File: src/rtl/dct_pkg.sv
// dct_pkg: shared DCT geometry and coefficient slice helper for the row, transpose and column stages
package dct_pkg;
    localparam int N = 8;
    localparam int W = 22;
    // lowest bit of element k in a packed vector of w-bit coefficients
    function automatic int slice_lo(input int k, input int w);
        return k * w;
    endfunction
endpackage

File: src/rtl/transpose_bank.sv
// transpose_bank: one NxN coefficient store with a row write port and a column read mux
//   clk      - write clock
//   we_i     - write row_i into row wr_row_i
//   wr_row_i - row index written
//   row_i    - N packed W-bit coefficients, element k at slice k
//   rd_col_i - column index read
//   col_o    - column rd_col_i, row element r at slice r
module transpose_bank
    import dct_pkg::*;
#(
    parameter int N = dct_pkg::N,
    parameter int W = dct_pkg::W
) (
    input  logic                 clk,
    input  logic                 we_i,
    input  logic [$clog2(N)-1:0] wr_row_i,
    input  logic [N*W-1:0]       row_i,
    input  logic [$clog2(N)-1:0] rd_col_i,
    output logic [N*W-1:0]       col_o
);
    // storage is intentionally not reset; validity lives in the FULL flags
    logic [W-1:0] mem_q [N][N];

    always_ff @(posedge clk) begin
        if (we_i)
            for (int k = 0; k < N; k++)
                mem_q[wr_row_i][k] <= row_i[slice_lo(k, W) +: W];
    end

    always_comb begin
        col_o = '0;
        for (int r = 0; r < N; r++)
            col_o[slice_lo(r, W) +: W] = mem_q[r][rd_col_i];
    end
endmodule

File: src/rtl/dct_transpose_buffer.sv
// dct_transpose_buffer: ping-pong NxN transpose between the row and column DCT stages
//   clk       - clock
//   reset     - asynchronous active-low reset
//   in_valid  - in_row holds a row-DCT result
//   in_row    - N packed W-bit coefficients, element k at slice k
//   in_ready  - row accepted this cycle when in_valid is high
//   out_valid - out_col holds a column
//   out_col   - N packed W-bit coefficients, row element r at slice r
//   out_ready - column stage accepts out_col
//   out_last  - out_col is column N-1 of its block
module dct_transpose_buffer
    import dct_pkg::*;
#(
    parameter int N = dct_pkg::N,
    parameter int W = dct_pkg::W
) (
    input  logic           clk,
    input  logic           reset,
    input  logic           in_valid,
    input  logic [N*W-1:0] in_row,
    output logic           in_ready,
    output logic           out_valid,
    output logic [N*W-1:0] out_col,
    input  logic           out_ready,
    output logic           out_last
);
    localparam int AW = $clog2(N);
    localparam logic [AW-1:0] LAST = AW'(N - 1);

    logic          wr_bank_q, wr_bank_d, rd_bank_q, rd_bank_d;
    logic [AW-1:0] wr_row_q, wr_row_d, rd_col_q, rd_col_d;
    logic [1:0]    full_q, full_d;
    logic          acc, xfer, wlast, rlast;
    logic [N*W-1:0] col0, col1;

    always_comb begin
        in_ready  = !full_q[wr_bank_q];
        out_valid = full_q[rd_bank_q];
        out_last  = out_valid && rd_col_q == LAST;
        acc       = in_valid && in_ready;
        xfer      = out_valid && out_ready;
        wlast     = acc && wr_row_q == LAST;
        rlast     = xfer && rd_col_q == LAST;
        wr_row_d  = wlast ? '0 : acc ? wr_row_q + 1'b1 : wr_row_q;
        rd_col_d  = rlast ? '0 : xfer ? rd_col_q + 1'b1 : rd_col_q;
        wr_bank_d = wr_bank_q ^ wlast;
        rd_bank_d = rd_bank_q ^ rlast;
        // a finishing write needs an empty bank and a finishing read a full one,
        // so simultaneous updates always target different flags
        full_d = full_q;
        if (rlast)
            full_d[rd_bank_q] = 1'b0;
        if (wlast)
            full_d[wr_bank_q] = 1'b1;
        out_col = rd_bank_q ? col1 : col0;
    end

    always_ff @(posedge clk or negedge reset) begin
        if (!reset) begin
            wr_bank_q <= 1'b0;
            rd_bank_q <= 1'b0;
            wr_row_q  <= '0;
            rd_col_q  <= '0;
            full_q    <= '0;
        end else begin
            wr_bank_q <= wr_bank_d;
            rd_bank_q <= rd_bank_d;
            wr_row_q  <= wr_row_d;
            rd_col_q  <= rd_col_d;
            full_q    <= full_d;
        end
    end

    transpose_bank #(.N(N), .W(W)) u_bank0 (
        .clk      (clk),
        .we_i     (acc && !wr_bank_q),
        .wr_row_i (wr_row_q),
        .row_i    (in_row),
        .rd_col_i (rd_col_q),
        .col_o    (col0)
    );

    transpose_bank #(.N(N), .W(W)) u_bank1 (
        .clk      (clk),
        .we_i     (acc && wr_bank_q),
        .wr_row_i (wr_row_q),
        .row_i    (in_row),
        .rd_col_i (rd_col_q),
        .col_o    (col1)
    );
endmodule

File: config.mk
export PLATFORM = sky130hd
export DESIGN_NAME = dct_transpose_buffer
export DESIGN_NICKNAME = d
export VERILOG_FILES = /design/src/rtl/dct_pkg.sv /design/src/rtl/transpose_bank.sv /design/src/rtl/dct_transpose_buffer.sv
export SDC_FILE = /design/constraint.sdc
export NUM_CORES = 2
export LEC_CHECK = 0
export ABC_AREA = 1
export CORE_MARGIN = 3
export CORE_UTILIZATION = 25
export CTS_BUF_LIST = sky130_fd_sc_hd__clkbuf_4
export CTS_CLUSTER_SIZE = 16
export DETAILED_ROUTE_END_ITERATION = 8
export PLACE_DENSITY = 0.47
export SETUP_SLACK_MARGIN = 0.1
export SLEW_MARGIN = 20
export SYNTH_ARGS = -nofsm -noshare
export SYNTH_HDL_FRONTEND = slang
export SYNTH_SLANG_ARGS = --single-unit
export TNS_END_PERCENT = 20
File: constraint.sdc
create_clock -name clk -period 12.4 [get_ports clk]
set_input_delay 1.86 -clock clk [delete_from_list [all_inputs] [get_ports clk]]
set_output_delay 1.86 -clock clk [all_outputs]
set_load 0.05 [all_outputs]
==> flow_summary_export.csv <==
group,metric,value,unit
outcome,status,"finished clean",
detailed_routing,dr.pass1.iters,5,
detailed_routing,antenna_left,0,
pwr,total_power,34100,uW
detailed_routing,viasPerCell,4.40,
cells_and_area,final_cells,18000,
detailed_routing,wl_per_cell,22.7,um
synthesis,synth_edf_count,2816,
detailed_routing,first_iter_violations,7066,
cells_and_area,fin_nets,11400,
synthesis,netlist.area_leader.share,0.723,
global_route,grt_max_degree,202,
synthesis,yosysWarnings,0,
cts,cts_buffers,771,
cts,ctsHoldBuffers,0,
cts,clock_sinks,2826,
detailed_routing,remaining_drc_errors,0,
synthesis,synth_top_cell_by_area,"edfxtp_1",
sta,fin_hold_ws,0.482,ns
cells_and_area,drive_gt1_frac,0.124,
placement,port_buffers,358,
synthesis,synth_fa_ha_area_frac,0.000428,
cts,cts-root-buf,"clkbuf_4",
placement,place_congestion,0.757,
sta,rsz0062_at_grt,"no",
detailed_routing,drt-total-wl,409,mm
setup_path,cp.buffers_inverters,5,
synthesis,synth_area_leaders,"edfxtp_1 72%, nand2_1 13%, nand3_1 8.6%",
setup_path,cp.required,10.54,ns
setup_path,end_kind,"output port",
sta,fin_crit,9.25,ns
synthesis,yosysMostFrequentCell,"nand2_1",
cts,cts_resized,0,
synthesis,syn_avg_cell_area,11.1,um^2
global_route,grt_pass1_vias,76300,
global_route,overflow,0,
pwr,p_leak,0.0538,uW
synthesis,synthMuxAreaShare,0,
placement,preCtsSetupSlack,4.81,ns
setup_path,critical_path_class,"flop to output port",
cts,insertion_delay,1.51,ns
pwr,powerDensity,249,nW/um^2
sta,fin_crit_sh,0.746,
sta,tightest_slew,1.33,ns
sta,clock_skew,0.0923,ns
synthesis,ys_seq_area_frac,0.726,
synthesis,synth_compound_area_frac,0.000428,
sta,drv_slew,0,
synthesis,synth-simple-area-share,0.214,
cts,clk_pin_slew_worst_paths,0.06,ns
setup_path,crit_path_top_delay_cell,"clkdlybuf4s50_1",
sta,setup_violations,0,
setup_path,crit_chain,"buf_12 -> buf_4 -> buf_4 -> buf_4 -> nand2_1 -> nand3_1 -> nand3_1 -> nand2_1 -> nand2_1 -> nand2_1 -> clkdlybuf4s50_1",
placement,place_hpwl,235,mm
synthesis,synth_xor_xnor_area_share,0,
detailed_routing,vias,79300,
sta,slew-limit-headroom,0.115,
setup_path,path_common_cell,"nand2_1",
floorplan,die-height,690,um
synthesis,yosysUniqueCellTypes,17,
placement,dp_cells,16600,
synthesis,syn_nets,10700,
floorplan,start_util,0.252,
synthesis,synthTopCellsByCount,"3955 x nand2_1, 2816 x edfxtp_1, 2002 x nand3_1",
cells_and_area,regArea,84800,um^2
setup_path,r2r_slack,7.76,ns
cells_and_area,multi_input_area,25200,um^2
global_route,antenna_found_initial,119,
cts,cts_setup_buffers,0,
sta,setup_ws,3.15,ns
pwr,ir_drop,0.000270,V
setup_path,crit_arrival,7.39,ns
synthesis,synthFlopType,"edfxtp_1",
setup_path,cp-start-kind,"flop",
floorplan,io_pins,359,
global_route,grt_pass1_wl,572,mm
cells_and_area,syn_to_final_growth,17.3,%
setup_path,slowest_delay,0.94,ns
sta,timing.setup.tns,0,ns
synthesis,synth_top_family_by_area,"simple AND/OR/NAND/NOR gates",
synthesis,async_flop_share,0.00354,
cells_and_area,fillCellCount,48100,
floorplan,rows,250,
setup_path,critPathTopFamily,"buffers and inverters",
cts,htree_levels,6,
global_route,globalRouteTotalUtil,0.167,
sta,final-hold-violation-count,0,
sta,fmax,108,MHz
hold_path,worst_hold_path_type,"flop to flop",
floorplan,die_w,690,um
cts,cts_tree,"built",
floorplan,dieArea,476000,um^2
synthesis,syn_inst,10500,
synthesis,ys_ff_latch,2826,
floorplan,core-area,465000,um^2
synthesis,synth_area,117000,um^2
job,max_cap_viol_count,0,
cts,cts_max_path_buffers,4,
setup_path,crit_path_max_fanout,111,
==> cell usage in the layout (no fill, tap or decap), drive strengths merged <==
master / instances
clkinv: 116
clkinvlp: 4
inv: 1120
diode: 34
clkbuf: 1209
o21ai: 10
nand2: 3955
nand3: 2002
dfrtp: 10
ha: 4
or2: 3
buf: 175
nor2: 19
bufinv: 12
clkdlybuf4s50: 346
edfxtp: 2816
==> cell families (layout without fill, tap and decap cells) <==
kind of cell | after synthesis | count (layout)
simple gates | 5979 | 5979
flops | 2826 | 2826
buf+inv | 1681 | 2982
compound gates | 10 | 10
fa+ha+maj | 4 | 4
other cells | 0 | 34
==> sequential cells by signal, indices dropped and copies added, names as in the netlist <==
signal and count:
u_bank0.mem_q 1408, full_q 2, rd_col_q 3, wr_row_q 3
rd_bank_q 1, u_bank1.mem_q 1408, wr_bank_q 1
==> tightest hold or removal path, stage by stage (launching register included) <==
cell and delay [ns]:
dfrtp_1 0.35, nand2_1 0.05, nand2_1 0.05
==> stage by stage <==
step	utilization	area (um^2)
2_1_floorplan	-	117000
3_3_place_gp	0.273	127000
3_5_place_dp	0.273	127000
4_1_cts	0.295	137000
5_1_grt	0.295	137000
6_report	0.295	137000
==> power by group <==
group          switching, uW  total, uW  internal (uW)
Clock                   3980       8640           4660
Combinational          10900      14100           3240
Sequential               197      11400          11200
Total                  15000      34100          19100
==> final timing paths <==
| kind | startpoint | endpoint | cells after the start |
|---|---|---|---|
| setup / recovery | rd_col_q[0] | out_col[6] | 11 |
| hold / removal | full_q[0] | full_q[0] | 2 |
| setup reg to reg | wr_bank_q | u_bank1.mem_q[4][75] | 9 |
| hold reg to reg | full_q[0] | full_q[0] | 2 |
| max in group asynchronous | reset | rd_col_q[2] | 1 |
| min in group asynchronous | reset | rd_bank_q | 1 |
==> metal layers <==
layer,GRT usage,part of all wire
met3,0.0355,0.066
met5,0,0.00062
met1,0.224,0.44
met4,0.0439,0.021
met2,0.275,0.47
==> layout make-up <==
cell class,count,share of cell area
clock inverter,157,0.00784
tap,6174,0.0563
antenna,34,0.000620
inverter,1095,0.0303
sequential,2826,0.619
multi-input combinational,5993,0.184
clock buffer,1209,0.0662
timing repair buffer,521,0.0366
(Power assumes the default switching activity.)
